--- config.mk ---
export PLATFORM = sky130hd
export DESIGN_NAME = ram_arbiter
export DESIGN_NICKNAME = d
export VERILOG_FILES = /design/src/rtl/ram_arb_pkg.sv /design/src/rtl/rr_arb2.sv /design/src/rtl/ram_arbiter.sv
export SDC_FILE = /design/constraint.sdc
export NUM_CORES = 1
export LEC_CHECK = 0
export ABC_AREA = 1
export ABC_CLOCK_PERIOD_IN_PS = 1680
export CORE_MARGIN = 2
export CORE_UTILIZATION = 45
export DETAILED_ROUTE_END_ITERATION = 8
export PLACE_DENSITY_LB_ADDON = 0.3
export SLEW_MARGIN = 40
export SYNTH_ARGS = -nofsm -noshare
export SYNTH_HDL_FRONTEND = slang
export SYNTH_SLANG_ARGS = --single-unit
export TNS_END_PERCENT = 10
--- constraint.sdc ---
create_clock -name clk -period 1.68 [get_ports clk]
set_input_delay 0.42 -clock clk [delete_from_list [all_inputs] [get_ports clk]]
set_output_delay 0.42 -clock clk [all_outputs]
set_load 0.005 [all_outputs]
--- src/rtl/ram_arb_pkg.sv ---
// Shared types and defaults for the two-client RAM arbiter and its round-robin picker.
package ram_arb_pkg;

    localparam int AW_DEF = 3;
    localparam int DW_DEF = 8;

    typedef enum logic [1:0] {
        ST_IDLE    = 2'd0,
        ST_ISSUE   = 2'd1,
        ST_CAPTURE = 2'd2
    } state_t;

    // Index of a client: 0 or 1.
    typedef logic client_t;

endpackage : ram_arb_pkg

--- src/rtl/rr_arb2.sv ---
// Two-way round-robin picker. The last-granted pointer moves only when the
// owner accepts a pick via advance; a tie goes to the client not granted last.
module rr_arb2
    import ram_arb_pkg::*;
(
    input  logic       clk,
    input  logic       rst,
    input  logic       req0,
    input  logic       req1,
    input  logic       advance,
    output logic [1:0] pick
);

    client_t last;

    always_comb begin
        pick = 2'b00;
        if (req0 && req1) begin
            pick = (last == 1'b1) ? 2'b01 : 2'b10;
        end else if (req0) begin
            pick = 2'b01;
        end else if (req1) begin
            pick = 2'b10;
        end
    end

    // Out of reset last points at client 1, so client 0 wins the first tie.
    always_ff @(posedge clk) begin
        if (rst) begin
            last <= 1'b1;
        end else if (advance && (req0 || req1)) begin
            last <= pick[1];
        end
    end

endmodule : rr_arb2

--- src/rtl/ram_arbiter.sv ---
// Round-robin arbiter and sequencer putting two clients onto one single-port RAM;
// at most one RAM access is in flight, read data returns with a one-cycle rvalid.
module ram_arbiter
    import ram_arb_pkg::*;
#(
    parameter int AW = AW_DEF,
    parameter int DW = DW_DEF
) (
    input  logic          clk,
    input  logic          rst,
    input  logic          req0,
    input  logic          req1,
    input  logic          we0,
    input  logic          we1,
    input  logic [AW-1:0] addr0,
    input  logic [AW-1:0] addr1,
    input  logic [DW-1:0] wdata0,
    input  logic [DW-1:0] wdata1,
    output logic          gnt0,
    output logic          gnt1,
    output logic          rvalid0,
    output logic          rvalid1,
    output logic [DW-1:0] rdata0,
    output logic [DW-1:0] rdata1,
    output logic [AW-1:0] ram_address,
    output logic [DW-1:0] ram_data_in,
    output logic          ram_we,
    input  logic [DW-1:0] ram_data_out,
    output logic [1:0]    state_dbg
);

    // Handshake: a client holds reqN with stable we/addr/wdata until it sees gntN
    // (one cycle, the cycle the RAM is driven) or withdraws by dropping reqN;
    // a read completes when rvalidN pulses, rdataN holding the result until the next one.

    state_t     state;
    client_t    owner;
    logic       lat_we;
    logic [1:0] pick;
    logic       advance;

    assign advance   = (state == ST_IDLE);
    assign state_dbg = state;

    rr_arb2 u_rr_arb2 (
        .clk     (clk),
        .rst     (rst),
        .req0    (req0),
        .req1    (req1),
        .advance (advance),
        .pick    (pick)
    );

    // The winner's request is captured straight into the RAM-side registers so
    // the address, data and write strobe are valid in the ISSUE cycle itself.
    always_ff @(posedge clk) begin
        if (rst) begin
            state       <= ST_IDLE;
            owner       <= 1'b0;
            lat_we      <= 1'b0;
            gnt0        <= 1'b0;
            gnt1        <= 1'b0;
            rvalid0     <= 1'b0;
            rvalid1     <= 1'b0;
            rdata0      <= '0;
            rdata1      <= '0;
            ram_address <= '0;
            ram_data_in <= '0;
            ram_we      <= 1'b0;
        end else begin
            gnt0    <= 1'b0;
            gnt1    <= 1'b0;
            rvalid0 <= 1'b0;
            rvalid1 <= 1'b0;
            ram_we  <= 1'b0;
            case (state)
                ST_IDLE: begin
                    if (req0 || req1) begin
                        owner <= pick[1];
                        gnt0  <= pick[0];
                        gnt1  <= pick[1];
                        if (pick[1]) begin
                            lat_we      <= we1;
                            ram_we      <= we1;
                            ram_address <= addr1;
                            ram_data_in <= wdata1;
                        end else begin
                            lat_we      <= we0;
                            ram_we      <= we0;
                            ram_address <= addr0;
                            ram_data_in <= wdata0;
                        end
                        state <= ST_ISSUE;
                    end
                end
                ST_ISSUE: begin
                    state <= lat_we ? ST_IDLE : ST_CAPTURE;
                end
                ST_CAPTURE: begin
                    if (owner) begin
                        rdata1  <= ram_data_out;
                        rvalid1 <= 1'b1;
                    end else begin
                        rdata0  <= ram_data_out;
                        rvalid0 <= 1'b1;
                    end
                    state <= ST_IDLE;
                end
                default: begin
                    state <= ST_IDLE;
                end
            endcase
        end
    end

    gnt_onehot: assert property (@(posedge clk) disable iff (rst) !(gnt0 && gnt1));
    rvalid_onehot: assert property (@(posedge clk) disable iff (rst) !(rvalid0 && rvalid1));
    we_only_in_issue: assert property (@(posedge clk) disable iff (rst)
        ram_we |-> (state == ST_ISSUE));

endmodule : ram_arbiter

==> parameters.txt <==
Parameter                              Value

Outcome
  Status    complete, no violations

Timing
  Crit share post-route    96.0%
  Final worst setup slack    between 0.06 and 0.07 ns
  Hold violation total from the final report    0
  Max Slew Vio Count    0
  Fin crit period    between 1.5 and 2 ns
  Final setup violation count    0
  Setup TNS    0 ns
  Tightest slew margin relative to the limit    between 70% and 80%
  Peak clock frequency supported by timing    about 0.62 GHz
  Clock skew    between 0.006 and 0.007 ns
  Worst Hold Slack    0.437 ns
  Slew at the pin with the worst max-slew slack    0.353 ns
  Setup repair after global routing missed its margin    false

CTS
  CTS resizes    0
  Clock root buffer    sky130_fd_sc_hd__clkbuf_8
  Clock transition at the registers of the reported paths    0.07 ns
  Clock H-tree levels    2
  Number of hold buffers added after cts    0
  Clk sinks    37
  Number of clock buffers inserted by TritonCTS    5
  Number of buffers added for setup after CTS    0
  Clock tree from TritonCTS    done
  Worst-Skew Late Latency    between 0.2 and 0.3 ns
  Worst-case clock buffer depth    2

Floorplanning
  Horiz. Die Dim    about 65 um
  Ports placed on the boundary    70
  Floorplan die area    between 4000 and 5000 sq um
  Height of the chip    between 60 and 70 um
  Area of the placeable core    around 3600 sq um
  Site Rows    22
  Starting density of the core    between 40% and 50%

Yosys
  Yosys top cell by area    sky130_fd_sc_hd__dfxtp_1
  Synth Warn #    0
  Gate count of the mapped netlist    between 200 and 250
  Proportion of synthesized chip area in sequential cells    44.7%
  Area fraction of the dominant cell type after synthesis    around 45%
  Dominant cells by area after synthesis    sky130_fd_sc_hd__dfxtp_1 (45%), sky130_fd_sc_hd__nand2_1 (15%), sky130_fd_sc_hd__nor2_1 (10%)
  Mean instance size in the synthesized netlist    7.05 sq um
  Netlist Area Pre-Place    1660 sq um
  Net count of the mapped netlist    271
  Number of synthesized register bits    37
  Count of cell types in the netlist    23

GRT
  Routing usage on met3    approximately 6.6%
  Remaining Overflow, GRT    0
  Routing layer with the top usage in global route    met2
  Vias in the first global route    approximately 1.5k
  Number of antenna violations at the first check in global routing    0
  GRT Util Overall    roughly a fifth
  Global-route met1 utilization    between 20% and 30%
  Pin count of the biggest net entering global routing    19
  Met2 layer usage reported by global route    about a third
  Wire length of the first global-routing pass    approximately 6.5 mm

Layout
  Fill cell instance count of the final layout    approximately 300
  Final #Nets    344
  Syn-to-layout area delta    50.0%
  Fraction of layout instances using a drive strength above 1    a little under 8%
  Area of the multi-input gates    734 sq um
  N_diodes    0
  Footprint of the flip-flops and latches    around 740 sq um
  Non-filler instance count after layout    ~360

Hold path
  Hold path startpoint    lat_we
  Tightest Hold Check Type    reg -> reg

Worst setup path
  Worst-path cell chain    clkdlybuf4s50_1
  Arrival time of the worst setup path    between 1 and 1.5 ns
  Start of the worst register-to-register path    state_dbg[0]
  Cell with the largest stage delay on the worst path    sky130_fd_sc_hd__clkdlybuf4s50_1
  Classification of the worst setup path    reg -> out
  Kind of cell with the highest combined delay on the critical path    buffers and inverters
  Worst path max stage delay    between 0.5 and 0.6 ns
  Kind of start point of the critical path    flip-flop
  Critical path endpoint category    primary output
  Maximum net fanout on the critical path    3
  CP Buf/Inv Count    1
  Critical path data required time    1.26 ns
  CP startpoint    state_dbg[0]

Detailed routing
  Total routed wirelength    about 3.9 mm
  Average wire per standard cell    about 11 um
  First-pass iteration count of the detailed router    4
  Remaining DRCs    0
  Post-route ant nets    0
  Vias per cell    about 4.6
  First-iteration detailed-routing DRC count    approximately 110
  Detailed-route via count    roughly 1.6k

Power and ir drop
  Leakage power    1.10 nW
  Max VDD drop    0.000469 V
  Total power per unit cell area    837 nW/um^2

Placed design
  Final weighted congestion in routability-driven placement    between 0.7 and 0.8
  Count of placed standard cells including taps    349
  Number of port buffers    69
  Detailed-placement wirelength estimate    2.87 mm
  Pre-CTS setup slack    -0.0401 ns

Run
  Count of maximum capacitance violations    0
final timing paths:
kind                         end  cells after the start  slack, ns
setup reg to reg  ram_address[0]                      6       0.39
hold / removal      state_dbg[1]                      1       0.44
setup / recovery    state_dbg[0]                      1       0.07
hold reg to reg     state_dbg[1]                      1       0.44
synthesized netlist by cell type, drive strengths merged:
library cell,count
a21boi,11
a21oi,8
buf,11
clkbuf,3
dfxtp,37
inv,24
nand2,67
nand3,16
nand3b,1
nand4,8
nor2,46
nor4,1
o21ai,2
where the power goes:
group / internal, mW / switching, mW / leakage [nW]
Sequential: 0.940 / 0.0383 / 0.303
Clock: 0.325 / 0.300 / 0.0443
Combinational: 0.263 / 0.212 / 0.757
kinds of logic (layout without fill, tap and decap cells):
family                 count (synthesis)  after routing  share of synthesized area [%]
AND/OR/NAND/NOR                      139            139                           36.1
AO/OA/AOI/OAI                         21             21                           8.23
flip-flops                            37             37                           44.7
buffers and inverters                 38            111                           11.0
area by class of cell:
| cell class | instances | area share [%] |
|---|---|---|
| Timing Repair Buffer | 80 | 31.1 |
| Sequential cell | 37 | 29.8 |
| Multi-Input combinational cell | 160 | 29.6 |
| Inverter | 24 | 3.63 |
| Clock buffer | 7 | 3.47 |
| Tap cell | 48 | 2.42 |
state kept, by name, summed over array words and instances (netlist names):
register,flops
owner,1
gnt1,1
ram_data_in,8
rvalid0,1
lat_we,1
u_rr_arb2.last,1
state_dbg,2
ram_address,3
rdata0,8
gnt0,1
rdata1,8
rvalid1,1
ram_we,1
layer usage:
layer / vias up / part of all wire [%] / routed length [um]
met5: - / 0 / 0
met4: 0 / 1.6 / 61
met3: 6 / 6.5 / 252
met2: 52 / 48 / 1840
met1: 694 / 44 / 1710
li1: 870 / - / -
cells in the final DEF, fill, tap and decap left out, drive strengths merged:
| master | netlist | layout |
|---|---|---|
| nand3b | 1 | 1 |
| nand4 | 8 | 8 |
| o21ai | 2 | 2 |
| nand2 | 67 | 67 |
| a21boi | 11 | 11 |
| clkbuf | 3 | 7 |
| inv | 24 | 24 |
| nor2 | 46 | 46 |
| dfxtp | 37 | 37 |
| nand3 | 16 | 16 |
| buf | 11 | 11 |
| a21oi | 8 | 8 |
| clkdlybuf4s50 | 0 | 69 |
| nor4 | 1 | 1 |
stage by stage:
step,area [sq um],total power [mW],util (%)
detailed placement,2400,1.47,66.5
global route,2480,2.21,68.9
finish,2480,2.08,68.9
global placement,2400,1.46,66.5
CTS,2480,2.10,68.9
floorplan,1660,1.23,-
(Power assumes the default switching activity.)
==> variant 1: new RTL, same settings <==
`DW_DEF`: 8 -> 6.
--- a/src/rtl/ram_arb_pkg.sv
+++ b/src/rtl/ram_arb_pkg.sv
@@ -4,3 +4,3 @@
     localparam int AW_DEF = 3;
-    localparam int DW_DEF = 8;
+    localparam int DW_DEF = 6;
 
Ports: changed (6 resized); port bits go from 70 to 58. No check against the original RTL was run, so the function may have changed too.
==> variant 1 against the unedited design <==
Synthesized area is 16% lower; routed wire length fell by 23%; worst hold slack improved by 0.0041 ns; sequential power shrank 16%; sequential cell count shrank 6; final area decreased by 15%; power is 12% lower; register-to-register slack improved by 0.09 ns; cell count is 18% lower; setup slack got worse by 0.0032 ns; largest power group unchanged; highest routed layer unchanged.
==> variant 1: results (changes against the unedited design) <==
stage,metric,value,unit,change
layout,nClkBuffers,6,,-1
clock_network,root_buffer,clkbuf_4,,
global_route,use_met3,6.93,%,+0.33 points
route,vias_per_cell,4.77,,+4.8%
logic_synthesis,synthTopCellsByArea,"dfxtp_1 44%, nand2_1 15%, nor2_1 9.7%",,
pwr,switching_share,25.3,%,-1.2 points
layout,buffers,65,,-19%
pwr,powerSeq,0.817,mW,-16%
layout,n_antenna_cell,0,,unchanged
global_route,grt_usage,19.1,%,-1.3 points
layout,sh_seq_area,29.6,%,-0.20 points
clock_network,path_clk_slew,0.09,ns,+0.02 ns
layout,drive_gt1_share,10.0,%,+2.2 points
logic_synthesis,syn_nets,228,,-16%
global_route,grt_start_max_net_pins,20,,+1
global_route,grt_use_met1,23.1,%,-1.4 points
timing,skew,0.00655,ns,+0.000407 ns
global_route,met2_usage,29.3,%,-4.4 points
layout,inv_count,22,,-8.3%
route,met2_length,1.34,mm,-27%
place,place_area,2010,µm²,-16%
timing,relSlewSlack,80.7,%,+4.3 points
global_route,grt_pass1_vias,1223,,-17%
global_route,grt_pass1_wl,5.05,mm,-22%
route,m1WireLength,1.31,mm,-24%
layout,area.sequential,623,µm²,-16%
layout,fillers,258,,-15%
layout,largestRegisters,"ram_data_in x6, rdata0 x6, rdata1 x6",,
pwr,p_seq_share,44.8,%,-2.3 points
place,place_ws,0.0592,ns,+0.0993 ns
clock_network,cts.repair.resized,1,,+1
pwr,vdd_ir_drop_max,0.522,mV,+11%
layout,multi_input_area,613,µm²,-17%
place,io_buffers,57,,-17%
route,drt_first_iter_violations,56,,-49%
route,wl_met3,248,µm,-1.6%
worst_setup_path,max_stage_delay,0.50,ns,-0.03 ns
clock_network,clk_latency,0.33,ns,+0.04 ns
logic_synthesis,avgSynthCellArea,7.05,µm²,about the same
pwr,combinationalPower,0.401,mW,-16%
layout,buf_share,31.3,%,+0.15 points
place,gp_congestion,0.804,,+5.3%
route,wl,2.99,mm,-23%
status,status,"complete, no violations",,
layout,clockNetworkAreaShare,4.10,%,+0.63 points
logic_synthesis,ys_top_cells_by_count,"55 x nand2_1, 36 x nor2_1, 31 x dfxtp_1, 20 x inv_1, 13 x nand3_1",,
place,dpl.hpwl,2.23,mm,-22%
clock_network,clock-sinks,31,,-16%
layout,multi_input_cells,134,,-16%
layout,area_growth_syn_to_layout,50.7,%,
layout,layout.nets,289,,-16%
logic_synthesis,yosysSeqAreaShare,44.4,%,-0.27 points
logic_synthesis,synth.distinct_cells,20,,-13%
route,avgRoutedWirePerCell,10.2,µm,-6.1%
## variant 1: cell types whose count changed in the layout (fill, tap and decap cells not counted), sizes merged, moves of 6 or more
cell / delta
nand2: -9
clkdlybuf4s50: -13
nor2: -8
dfxtp: -6
## variant 1: kinds of logic (layout without fill, tap and decap cells)
kind of cell	Yosys count	in the layout	share of synthesized area (%)
compound gates	17	17	7.97
buf+inv	33	95	11.6
simple gates	117	117	35.9
flops	31	31	44.4
## variant 1: final timing paths
| kind | cells after the start | start | endpoint | slack, ns |
|---|---|---|---|---|
| max | 1 | state_dbg[0]$_SDFFE_PP0P_ | state_dbg[0] | 0.06 |
| min | 1 | lat_we$_SDFFE_PP0P_ | state_dbg[1]$_SDFFE_PP0P_ | 0.44 |
| max reg2reg | 8 | state_dbg[1]$_SDFFE_PP0P_ | ram_address[0]$_SDFFE_PP0P_ | 0.48 |
| min reg2reg | 1 | lat_we$_SDFFE_PP0P_ | state_dbg[1]$_SDFFE_PP0P_ | 0.44 |
==> variant 2: new RTL, same settings <==
Without the edit above. Register the output `state_dbg` once more, without a reset; this adds one clock of latency there. The other outputs are not delayed to match.
--- a/src/rtl/ram_arbiter.sv
+++ b/src/rtl/ram_arbiter.sv
@@ -42,3 +42,5 @@
     assign advance   = (state == ST_IDLE);
-    assign state_dbg = state;
+    always_ff @(posedge clk) begin
+        state_dbg <= state;
+    end
 
Formal check against the unedited RTL: not equivalent (a bounded check fails within 4 cycles, from zero or initial values and one cycle with rst high).
==> variant 2 against the unedited design <==
Routed wire length fell by 1.6%; setup slack improved by 0.034 ns; sequential share of layout area rose by 0.76 points; synthesized area rose by 2.4%; cell count rose by 0.28%; highest routed layer unchanged; final area rose by 2.8%; power rose by 11%; via count rose by 3.6%; critical endpoint is now ram_data_in[5]; sequential cell count rose by 2.
==> variant 2: results (changes against the unedited design) <==
stage,metric,value,unit,change
status,status,"complete, no violations",,
logic_synthesis,ys_top_cells_by_count,"66 x nand2_1, 44 x nor2_1, 39 x dfxtp_1, 23 x inv_1, 15 x nand3_1",,
worst_setup_path,max_stage_delay,0.51,ns,-0.02 ns
global_route,grt_use_met1,22.9,%,-1.5 points
pwr,combinationalPowerShare,20.7,%,-2.2 points
layout,drive_gt1_share,7.77,%,-0.025 points
place,place_ws,-0.0115,ns,+0.0286 ns
layout,final_cells,357,,+0.28%
global_route,grt_usage,19.1,%,-1.4 points
global_route,grt_start_max_net_pins,24,,+5
layout,buffers,78,,-2.5%
route,wl_met3,346,µm,+37%
route,m1WireLength,1.69,mm,-1.4%
layout,seq_cell_count,39,,+5.4%
global_route,use_met3,5.31,%,-1.3 points
layout,buf_share,30.2,%,-0.94 points
hold_path,hold_path_end,state_dbg[0]$_DFF_P_,,
worst_setup_path,critical_path.max_fanout,2,,-1
worst_setup_path,reg2reg_to,owner$_SDFFE_PP0P_,,
layout,final_util,70.3,%,+1.4 points
timing,fmax,0.634,GHz,+2.2%
layout,clockNetworkAreaShare,4.61,%,+1.1 points
route,met2_length,1.72,mm,-6.3%
worst_setup_path,ff2ff_path_depth,5,,-1
logic_synthesis,syn_nets,273,,+0.74%
[variant 2: cell count changes after synthesis, sizes merged]
cell and delta:
dfxtp +2
[variant 2: worst max path at each step]
stage | startpoint | endpoint | slack [ns] | cells past startpoint
global route | ram_data_in[7]$_SDFFE_PP0P_ | ram_data_in[7] | 0.06 | 1
global placement | req1 | owner$_SDFFE_PP0P_ | -0.005 | 5
CTS | ram_data_in[5]$_SDFFE_PP0P_ | ram_data_in[5] | 0.09 | 1
finish | ram_data_in[5]$_SDFFE_PP0P_ | ram_data_in[5] | 0.10 | 1
detailed placement | req1 | owner$_SDFFE_PP0P_ | -0.01 | 5
floorplan | req1 | ram_address[0]$_SDFFE_PP0P_ | 0.55 | 6
[variant 2: kinds of logic after synthesis]
logic type             Yosys count  share of synthesized area (%)
AND/OR/NAND/NOR                139                           35.3
flip-flops                      39                           46.0
AO/OA/AOI/OAI                   21                           8.04
buffers and inverters           38                           10.7
